==> config.mk <==
export PLATFORM = sky130hd
export DESIGN_NAME = mem_port_arbiter_flat
export DESIGN_NICKNAME = d
export VERILOG_FILES = /design/src/rtl/mem_port_arbiter_pkg.sv /design/src/rtl/mem_port_arbiter_if.sv /design/src/rtl/mem_port_arbiter_timeout_cnt.sv /design/src/rtl/mem_port_arbiter.sv /design/src/flat_wrapper.sv
export SDC_FILE = /design/constraint.sdc
export NUM_CORES = 1
export LEC_CHECK = 0
export BUFFER_PORTS_ARGS = -buffer_cell sky130_fd_sc_hd__clkbuf_2
export CORE_ASPECT_RATIO = 1.75
export CORE_MARGIN = 1
export CORE_UTILIZATION = 35
export DETAILED_ROUTE_END_ITERATION = 16
export PLACE_DENSITY = 0.73
export SLEW_MARGIN = 0
export SYNTH_ARGS = -nofsm -noshare
export SYNTH_HDL_FRONTEND = slang
export SYNTH_SLANG_ARGS = --single-unit
export TNS_END_PERCENT = 1
==> constraint.sdc <==
create_clock -name clk -period 3.6 [get_ports clk]
set_input_delay 0.18 -clock clk [delete_from_list [all_inputs] [get_ports clk]]
set_output_delay 0.18 -clock clk [all_outputs]
set_load 0.05 [all_outputs]
==> src/rtl/mem_port_arbiter_pkg.sv <==
// mem_port_arbiter_pkg: shared state encoding and word constants for the memory port arbiter.
package mem_port_arbiter_pkg;
  localparam int W = 16;
  localparam logic [W-1:0] NOP = 16'h0000;
  typedef enum logic [1:0] {IDLE = 2'd0, BUSY_IF = 2'd1, BUSY_DM = 2'd2} state_t;
endpackage

==> src/rtl/mem_port_arbiter_if.sv <==
// mem_port_arbiter_if: fetch, data and memory-side signals of the shared memory port.
interface mem_port_arbiter_if import mem_port_arbiter_pkg::*; ();
  logic if_rd, if_done, if_stall;
  logic [W-1:0] if_addr, if_data;
  logic dm_rd, dm_wr, dm_done, dm_stall;
  logic [W-1:0] dm_addr, dm_wdata, dm_rdata;
  logic mem_rd, mem_wr, mem_done, mem_stall, mem_err;
  logic [W-1:0] mem_addr, mem_wdata, mem_rdata;
  logic err;
  modport master(
    output if_rd, if_addr, dm_rd, dm_wr, dm_addr, dm_wdata, mem_rdata, mem_done, mem_stall, mem_err,
    input if_data, if_done, if_stall, dm_rdata, dm_done, dm_stall, mem_rd, mem_wr, mem_addr, mem_wdata, err
  );
  modport slave(
    input if_rd, if_addr, dm_rd, dm_wr, dm_addr, dm_wdata, mem_rdata, mem_done, mem_stall, mem_err,
    output if_data, if_done, if_stall, dm_rdata, dm_done, dm_stall, mem_rd, mem_wr, mem_addr, mem_wdata, err
  );
endinterface

==> src/rtl/mem_port_arbiter_timeout_cnt.sv <==
// arb_timeout_cnt: saturating busy-cycle counter that flags expiry once it reaches LIMIT.
module arb_timeout_cnt #(
  parameter int CNT_W = 6,
  parameter int LIMIT = 32
) (
  input  logic clk,
  input  logic rst,
  input  logic clr,
  input  logic en,
  output logic expire
);
  localparam logic [CNT_W-1:0] LIM = CNT_W'(LIMIT);
  logic [CNT_W-1:0] cnt;
  always_ff @(posedge clk)
    cnt <= (rst || clr) ? '0 : (en && cnt != LIM) ? cnt + 1'b1 : cnt;
  assign expire = en && cnt == LIM;
endmodule

==> src/rtl/mem_port_arbiter.sv <==
// mem_port_arbiter: shares one stalling memory port between fetch and data access, data side first.
module mem_port_arbiter import mem_port_arbiter_pkg::*; #(
  parameter int MAX_DM_BURST = 4,
  parameter int TIMEOUT_CYC = 32,
  parameter int CNT_W = 6
) (
  input logic clk,
  input logic rst,
  input logic halt,
  mem_port_arbiter_if.slave bus
);
  localparam int SW = $clog2(MAX_DM_BURST + 1);
  localparam logic [SW-1:0] SMAX = SW'(MAX_DM_BURST);
  state_t state, next;
  logic [SW-1:0] streak, streak_n;
  logic [W-1:0] addr_q, wdata_q;
  logic wr_q, err_q, expire, dm_ok, if_ok, can_issue, gnt_if, gnt_dm, busy, fin;
  arb_timeout_cnt #(.CNT_W(CNT_W), .LIMIT(TIMEOUT_CYC)) u_cnt (
    .clk(clk), .rst(rst), .clr(!busy), .en(busy), .expire(expire)
  );
  always_ff @(posedge clk)
    state <= rst ? IDLE : next;
  always_comb begin
    dm_ok = bus.dm_rd ^ bus.dm_wr;
    if_ok = bus.if_rd & ~halt;
    can_issue = state == IDLE && !bus.mem_stall;
    gnt_if = can_issue && if_ok && (!dm_ok || streak == SMAX);
    gnt_dm = can_issue && dm_ok && !gnt_if;
    busy = state != IDLE;
    fin = busy && (bus.mem_done || expire);
    next = gnt_if ? BUSY_IF : gnt_dm ? BUSY_DM : fin ? IDLE : state;
    // Streak only grows while fetch is actually waiting behind the data side
    streak_n = gnt_if ? '0 : !gnt_dm ? streak : !bus.if_rd ? '0 : streak == SMAX ? SMAX : streak + 1'b1;
    bus.mem_rd = gnt_if || (gnt_dm && bus.dm_rd);
    bus.mem_wr = gnt_dm && bus.dm_wr;
    bus.mem_addr = gnt_if ? bus.if_addr : gnt_dm ? bus.dm_addr : addr_q;
    bus.mem_wdata = gnt_dm ? bus.dm_wdata : gnt_if ? NOP : wdata_q;
    bus.if_done = state == BUSY_IF && fin;
    bus.dm_done = state == BUSY_DM && fin;
    bus.if_data = (bus.if_done && bus.mem_done) ? bus.mem_rdata : NOP;
    bus.dm_rdata = (bus.dm_done && bus.mem_done && !wr_q) ? bus.mem_rdata : NOP;
    bus.if_stall = bus.if_rd && !bus.if_done;
    bus.dm_stall = (bus.dm_rd || bus.dm_wr) && !bus.dm_done;
    bus.err = err_q;
  end
  always_ff @(posedge clk) begin
    if (rst) begin
      streak <= '0;
      addr_q <= NOP;
      wdata_q <= NOP;
      wr_q <= 1'b0;
      err_q <= 1'b0;
    end else begin
      streak <= streak_n;
      if (gnt_if || gnt_dm) begin
        addr_q <= bus.mem_addr;
        wdata_q <= bus.mem_wdata;
        wr_q <= bus.mem_wr;
      end
      err_q <= err_q || (state == IDLE && bus.dm_rd && bus.dm_wr) || (fin && (!bus.mem_done || bus.mem_err));
    end
  end
endmodule

==> src/flat_wrapper.sv <==
// flat-port wrapper written by rule: the top's interface ports become plain ports
module mem_port_arbiter_flat import mem_port_arbiter_pkg::*;
#(
  parameter int MAX_DM_BURST = 4,
  parameter int TIMEOUT_CYC = 32,
  parameter int CNT_W = 6
)
  (clk, rst, halt, bus_if_rd, bus_if_addr, bus_dm_rd, bus_dm_wr, bus_dm_addr, bus_dm_wdata, bus_mem_rdata, bus_mem_done, bus_mem_stall, bus_mem_err, bus_if_data, bus_if_done, bus_if_stall, bus_dm_rdata, bus_dm_done, bus_dm_stall, bus_mem_rd, bus_mem_wr, bus_mem_addr, bus_mem_wdata, bus_err);
  mem_port_arbiter_if bus_i ();
  input logic clk;
  input logic rst;
  input logic halt;
  input wire logic [$bits(bus_i.if_rd)-1:0] bus_if_rd;
  input wire logic [$bits(bus_i.if_addr)-1:0] bus_if_addr;
  input wire logic [$bits(bus_i.dm_rd)-1:0] bus_dm_rd;
  input wire logic [$bits(bus_i.dm_wr)-1:0] bus_dm_wr;
  input wire logic [$bits(bus_i.dm_addr)-1:0] bus_dm_addr;
  input wire logic [$bits(bus_i.dm_wdata)-1:0] bus_dm_wdata;
  input wire logic [$bits(bus_i.mem_rdata)-1:0] bus_mem_rdata;
  input wire logic [$bits(bus_i.mem_done)-1:0] bus_mem_done;
  input wire logic [$bits(bus_i.mem_stall)-1:0] bus_mem_stall;
  input wire logic [$bits(bus_i.mem_err)-1:0] bus_mem_err;
  output wire logic [$bits(bus_i.if_data)-1:0] bus_if_data;
  output wire logic [$bits(bus_i.if_done)-1:0] bus_if_done;
  output wire logic [$bits(bus_i.if_stall)-1:0] bus_if_stall;
  output wire logic [$bits(bus_i.dm_rdata)-1:0] bus_dm_rdata;
  output wire logic [$bits(bus_i.dm_done)-1:0] bus_dm_done;
  output wire logic [$bits(bus_i.dm_stall)-1:0] bus_dm_stall;
  output wire logic [$bits(bus_i.mem_rd)-1:0] bus_mem_rd;
  output wire logic [$bits(bus_i.mem_wr)-1:0] bus_mem_wr;
  output wire logic [$bits(bus_i.mem_addr)-1:0] bus_mem_addr;
  output wire logic [$bits(bus_i.mem_wdata)-1:0] bus_mem_wdata;
  output wire logic [$bits(bus_i.err)-1:0] bus_err;
  assign bus_i.if_rd = bus_if_rd;
  assign bus_i.if_addr = bus_if_addr;
  assign bus_i.dm_rd = bus_dm_rd;
  assign bus_i.dm_wr = bus_dm_wr;
  assign bus_i.dm_addr = bus_dm_addr;
  assign bus_i.dm_wdata = bus_dm_wdata;
  assign bus_i.mem_rdata = bus_mem_rdata;
  assign bus_i.mem_done = bus_mem_done;
  assign bus_i.mem_stall = bus_mem_stall;
  assign bus_i.mem_err = bus_mem_err;
  assign bus_if_data = bus_i.if_data;
  assign bus_if_done = bus_i.if_done;
  assign bus_if_stall = bus_i.if_stall;
  assign bus_dm_rdata = bus_i.dm_rdata;
  assign bus_dm_done = bus_i.dm_done;
  assign bus_dm_stall = bus_i.dm_stall;
  assign bus_mem_rd = bus_i.mem_rd;
  assign bus_mem_wr = bus_i.mem_wr;
  assign bus_mem_addr = bus_i.mem_addr;
  assign bus_mem_wdata = bus_i.mem_wdata;
  assign bus_err = bus_i.err;
  mem_port_arbiter #(.MAX_DM_BURST(MAX_DM_BURST), .TIMEOUT_CYC(TIMEOUT_CYC), .CNT_W(CNT_W)) u_core (.clk(clk), .rst(rst), .halt(halt), .bus(bus_i));
endmodule
==> results.md, run 1 <==
- Initial core utilization: 36.7%
- Max-Slew Margin vs Limit: 49.2%
- CP Depth: 6
- Post-Syn Instances: 266
- Synth unique cells: 43
- Setup TNS: 0 ns
- Fin crit share: 77.9%
- Finish-stage setup viols: 0
- Max-cap violations: 0
- Largest delay share family, worst path: simple AND/OR/NAND/NOR gates
- Layout cells sized above 1: 40.1%
- Fmax: 357 MHz
- Floorplan core area: 6320 sq um
- Gr ovfl total: 0
- Synth-to-Final Area Change: 36.0%
- Predominant post-synthesis flop cell: dfxtp_1
- Via Count: 2372
- Register area share after synthesis: 38.8%
- Unrepaired setup endpoints after global routing: false
- Mux contribution to synthesized area: 0.431%
- Synth Area in Compound Gates: 19.4%
- Clock buffer depth: 2
- Critical path capture point type: primary output
- Detailed placement HPWL: 4.98 mm
- Status: finished clean
- Post-DRT Antenna Nets: 0
- Synth warn: 0
- Combinational family with the most area after synthesis: simple AND/OR/NAND/NOR gates
- # resized after CTS: 0
- Syn_nets: 344
- CP peak stage delay: 0.70 ns
- Peak VDD IR: 0.000252 V
- Residual DRC count: 0
- Num CTS Buffers: 5
- Asr flop ratio synth: 0%
- Critical path class: flop to primary output
- Pwr dens: 392 nW/um^2
- Chip Height: 110 um
- RD Place Congestion: 0.828
- First-pass GRT wire length: 10.0 mm
- Register-to-register setup slack: 1.35 ns
- Largest net degree at the start of global routing: 41
- Vias in the first global route: 2230
- Mapped Area: 2320 sq um
- PortBufs: 143
- I/O Pins: 144
- Startpoint types: flop
- Antenna violations before repair: 0
- Clk slew on worst S/H paths: 0.08 ns
- Most frequent cells in the layout: clkbuf_2, dfxtp_1, and2_1
- Worst setup path endpoint: bus_mem_addr[1]
- Critical Path RT: 3.42 ns
- Worst hold path depth: 3
- Worst-path fanout max: 24
- Final Hold Vio Count: 0
- Global-route usage over all layers: 18.2%
- Clock Latency Late Sink: 0.29 ns
- Root buffer cell: clkbuf_8
- Critical R2R Launch: u_core.state[0]
- Chip width: 63.6 um
- TritonCTS clock tree: yes
- Rows: 38
- Avg Cell Area, Syn: 8.73 sq um
- Post-synthesis xor/xnor area fraction: 1.51%
- FF+latch count, synth: 45
- DR WL/cell: 13.5 um
- Final worst slack: 0.796 ns
- Diode count: 0
- Tmin final: 2.80 ns
- R2R depth: 5
- Setup Buffers After CTS: 0
- Final #Nets: 478
- Adder-Cell Fraction of Synth Area: 2.69%
- Leak pwr: 0.00167 uW
- CP Launch Point: u_core.state[0]
- Commonest non-fill, non-tap cell in the layout: clkbuf_2
- Reg-to-reg endpoint: u_core.addr_q[3]
- Cells along the critical path: or4b_1, a31oi_4, buf_4, a222oi_1, inv_1, clkbuf_2
- CTS sink cnt: 45
- Slowest-stage cell, CP: or4b_1
- Pre-Repair DR Iteration Count: 4
- Worst Path Buf+Inv: 3
- Hold Crit Class: primary input to flop
- Post-place setup slack: 0.867 ns
- Worst Tran Pin Value: 0.763 ns
- Post-DR vias/cell: 4.93
- Post-CTS Hold Buffers: 0
- WL final: 6.50 mm
- Skew final: 0.00338 ns
- H-tree lvl count: 2
- Post-synth EDFFs: 0
- Max Slew Vio Count: 0
- Worst Path Arrival: 2.62 ns
- DR iter-0 viols: 141
- Die area: 6980 sq um
- Post-synthesis simple-gate area fraction: 28.7%
- Fill count: 632
-- metal layers --
layer / vias to the layer above / global-route usage, % / part of all wire [%]
li1: 1200 / - / -
met1: 1111 / 19.3 / 39
met2: 57 / 35.9 / 57
met3: 4 / 2.39 / 2.8
met4: 0 / 6.17 / 0.94
met5: - / 0 / 0
-- synthesized netlist by cell type, types with 2 or more instances --
cell type	number	area share, %
dfxtp_1	45	39
and2_1	34	9.2
nor2_1	27	4.4
inv_1	23	3.7
nor3_1	18	3.9
a222oi_1	16	6.9
a22o_1	16	6.0
and2b_1	12	3.9
clkbuf_1	12	1.9
a21oi_1	6	1.3
ha_1	5	2.7
nand2_1	5	0.81
nor2b_1	5	1.3
buf_2	4	0.86
buf_6	4	1.9
a211oi_1	2	0.65
nand3_1	2	0.43
nor3b_1	2	0.65
or3_1	2	0.54
xnor2_1	2	0.75
xor2_1	2	0.75
-- cell type report --
cell class	instances	area (sq um)	share of cell area [%]
well taps	80	100	3.17
multi-input cells	178	1230	38.9
clock inverters	2	13.8	0.436
clock buffers	6	82.6	2.61
repair buffers	147	746	23.6
flip-flops and latches	45	901	28.5
inverters	23	86.3	2.73
-- kinds of logic (layout without fill, tap and decap cells) --
| group | Yosys count | after routing |
|---|---|---|
| and+or+nand+nor | 118 | 118 |
| adders and majority gates | 5 | 5 |
| DFF | 45 | 45 |
| xor gates and xnor gates | 4 | 4 |
| buffers and inverters | 43 | 178 |
| AOI/OAI and AO/OA | 50 | 50 |
| muxes | 1 | 1 |
-- power breakdown --
part           total (uW)  internal [uW]  switching (uW)
clock                 325            156             170
combinational         386            115             271
sequential            527            516            10.6
-- sequential cells by signal (all words and copies together), names as in the netlist --
name / count
u_core.addr_q: 16
u_core.wr_q: 1
u_core.u_cnt.cnt: 6
u_core.wdata_q: 16
u_core.state: 2
u_core.bus.err: 1
u_core.streak: 3
-- worst min-delay path by stage --
stage	from	end	slack, ns
6_report	bus_dm_wr	u_core.wr_q	0.20
5_1_grt	bus_dm_wr	u_core.wr_q	0.21
4_1_cts	bus_dm_wr	u_core.wr_q	0.18
3_5_place_dp	u_core.addr_q[13]	u_core.addr_q[13]	0.48
3_3_place_gp	u_core.addr_q[0]	u_core.addr_q[0]	0.48
2_1_floorplan	bus_dm_wr	u_core.wr_q	0.34
-- worst register-to-register path: stages, from the launching register on --
cell	delay, ns
dfxtp_1	0.41
or4b_1	0.70
a31oi_4	0.37
buf_4	0.34
a222oi_1	0.17
nor3_1	0.19
-- stage by stage --
stage	utilization (%)	std cells	power, uW	cell area (sq um)	hold WS [ns]
4_1_cts	49.9	481	1250	3160	0.184
5_1_grt	49.9	481	1300	3160	0.206
2_1_floorplan	-	266	821	2320	0.341
3_5_place_dp	48.4	473	925	3060	0.482
3_3_place_gp	48.4	473	921	3060	0.477
6_report	49.9	481	1240	3160	0.197
No activity file was read; power rests on OpenSTA's default activity.
==> run 2: changes to the inputs <==
PLACE_DENSITY = 0.75   (was 0.73)
clock period = 2.3 ns   (was 3.6 ns; I/O delays follow)
==> run 2 against run 1 <==
Sequential share of layout area fell by 1.7 points. Critical endpoint is now bus_mem_addr[2]. Die area did not move. Hold slack got worse by 0.068 ns. Register-to-register slack got worse by 0.86 ns. Final cell count rose by 2.5%. Global-route usage fell by 0.41 points. Cell area rose by 6.7%. Highest routed layer unchanged. Combinational power rose by 70%. Total power rose by 67%. Via count rose by 2.3%.
==> results.md, run 2 (same netlist as run 1, synthesis figures left out) <==
- Status: finished clean
- Detailed placement HPWL: 4.93 mm (-0.94%)
- Unrepaired setup endpoints after global routing: true
- Sw Ratio: 34.5% (-1.9 points)
- Critical Path RT: 2.18 ns (-1.24 ns)
- Fin crit share: 96.3%
- TritonCTS clock tree: yes
- PortBufs: 143 (unchanged)
- Antenna violations before repair: 0 (unchanged)
- Initial core utilization: 36.7% (unchanged)
- Layout cells sized above 1: 42.6% (+2.5 points)
- DR WL/cell: 13.4 um (-0.68%)
- Via Count: 2426 (+2.3%)
- DR iter-0 viols: 190 (+35%)
- Pre-Repair DR Iteration Count: 10 (+6)
- Residual DRC count: 0 (unchanged)
- Top flop regs: u_core.addr_q: 16 flops, u_core.wdata_q: 16 flops, u_core.u_cnt.cnt: 6 flops
- Clock Latency Late Sink: 0.30 ns (about the same)
- Fill count: 587 (-7.1%)
- Final Hold Vio Count: 0 (unchanged)
- Worst Path Arrival: 2.10 ns (-0.52 ns)
- Worst Tran Pin Value: 0.735 ns (-0.0280 ns)
- Finished Layout Cells: 493 (+2.5%)
- Met1 usage: 19.7% (+0.37 points)
- GRT busiest layer: met2
- Max-Slew Margin vs Limit: 51.0% (+1.9 points)
- Grt met3 use: 2.90% (+0.52 points)
- Final worst slack: 0.0850 ns (-0.711 ns)
- Finish-stage setup viols: 0 (unchanged)
- Dpl cells: 481 (+1.7%)
- Floorplan core area: 6320 sq um (unchanged)
- Clock power frac: 28.7% (+2.4 points)
- Max Slew Vio Count: 0 (unchanged)
- Synth-to-Final Area Change: 45.1%
- Clock buffer depth: 2 (unchanged)
- Global-route usage over all layers: 17.8% (-0.41 points)
- Skew final: 0.00688 ns (+0.00350 ns)
- Tot Pwr: 2070 uW (+67%)
- Fmax: 451 MHz
- Final #Nets: 490 (+2.5%)
- Worst-path fanout max: 9 (-63%)
- Cell Int Power: 1360 uW (+72%)
- Leak pwr: 0.00176 uW (+5.8%)
- Vias in the first global route: 2292 (+2.8%)
- WL final: 6.61 mm (+1.8%)
- Final hold slack: 0.129 ns (-0.0680 ns)
- I/O Pins: 144 (unchanged)
- Peak VDD IR: 0.000414 V (+64%)
- Global-route met2 utilization: 33.7% (-2.2 points)
- Critical path class: flop to primary output
- Chip width: 63.6 um (unchanged)
- First-pass GRT wire length: 10.1 mm (+0.76%)
- Chip Height: 110 um (unchanged)
- Critical path capture point type: primary output
- Post-place setup slack: 0.226 ns (-0.642 ns)
- Reg power frac: 39.7% (-2.9 points)
- Tmin final: 2.22 ns
- Gr ovfl total: 0 (unchanged)
- Root buffer cell: clkbuf_8
- Rows: 38 (unchanged)
- Commonest non-fill, non-tap cell in the layout: clkbuf_2
- H-tree lvl count: 2 (unchanged)
- Post-DRT Antenna Nets: 0 (unchanged)
- Diode count: 0 (unchanged)
- Num CTS Buffers: 5 (unchanged)
- Psw: 716 uW (+59%)
- CTS sink cnt: 45 (unchanged)
- Die area: 6980 sq um (unchanged)
- Post-DR vias/cell: 4.92 (-0.21%)
- Comb power frac: 31.7% (+0.5 points)
- Hold Crit Class: primary input to flop
- Clk slew on worst S/H paths: 0.09 ns (about the same)
- Largest net degree at the start of global routing: 41 (unchanged)
- Max-cap violations: 0 (unchanged)
- RD Place Congestion: 0.857 (+3.4%)
- Pwr dens: 615 nW/um^2 (+57%)
- Startpoint types: flop
- Most frequent cells in the layout: clkbuf_2, dfxtp_1, and2_1
==> run 2: final timing paths <==
| kind | start | cells after the start | end | slack [ns] |
|---|---|---|---|---|
| hold reg to reg | u_core.streak[1] | 2 | u_core.streak[1] | 0.48 |
| setup / recovery | u_core.state[0] | 7 | bus_mem_addr[2] | 0.08 |
| setup reg to reg | u_core.state[0] | 6 | u_core.addr_q[15] | 0.49 |
| hold / removal | bus_if_rd | 3 | u_core.streak[1] | 0.13 |
==> run 2: metrics by stage <==
step / instance area [sq um] / setup TNS (ns) / util [%]
2_1_floorplan: 2320 / -1.06 / -
3_3_place_gp: 3150 / 0 / 49.8
3_5_place_dp: 3150 / 0 / 49.8
4_1_cts: 3310 / 0 / 52.3
5_1_grt: 3370 / -0.0962 / 53.3
6_report: 3370 / 0 / 53.3
==> run 2: power groups by stage <==
stage | clock network [uW] | logic, uW | registers, uW
finish | 594 | 657 | 822
global route | 638 | 701 | 826
CTS | 606 | 648 | 822
detailed placement | 0 | 632 | 840
global placement | 0 | 626 | 840
floorplan | 0 | 445 | 840
==> run 2: timing repair <==
action / in CTS / in global routing
cloned: 0 / 1
hold buffers: 0 / 0
gates resized for setup: 17 / 31
pin swaps: 1 / 5
endpoints found under the setup margin: 16 / 29
hold endpoints to repair: 0 / 0
buffers inserted: 0 / 3
==> run 2: layout make-up <==
class / instances / area, sq um / area share (%)
Inverter: 23 / 86.3 / 2.56
Tap cell: 80 / 100 / 2.97
Timing Repair Buffer: 159 / 920 / 27.3
Clock buffer: 6 / 72.6 / 2.15
Clock inverter: 2 / 38.8 / 1.15
Multi-Input combinational cell: 178 / 1250 / 37.1
Sequential cell: 45 / 903 / 26.8
==> run 2: per-layer routing <==
metal  vias up  part of all wire [%]
met2        78                    55
met4         0                   1.6
met1      1112                    39
met5         -                     0
li1       1227                     -
met3         9                   4.5
==> run 2: critical path, cell delays in order, from the launching register on <==
cell	delay [ns]
dfxtp_1	0.34
or3_1	0.42
a2111oi_4	0.32
buf_4	0.19
buf_6	0.14
a222oi_1	0.13
inv_1	0.12
buf_8	0.15
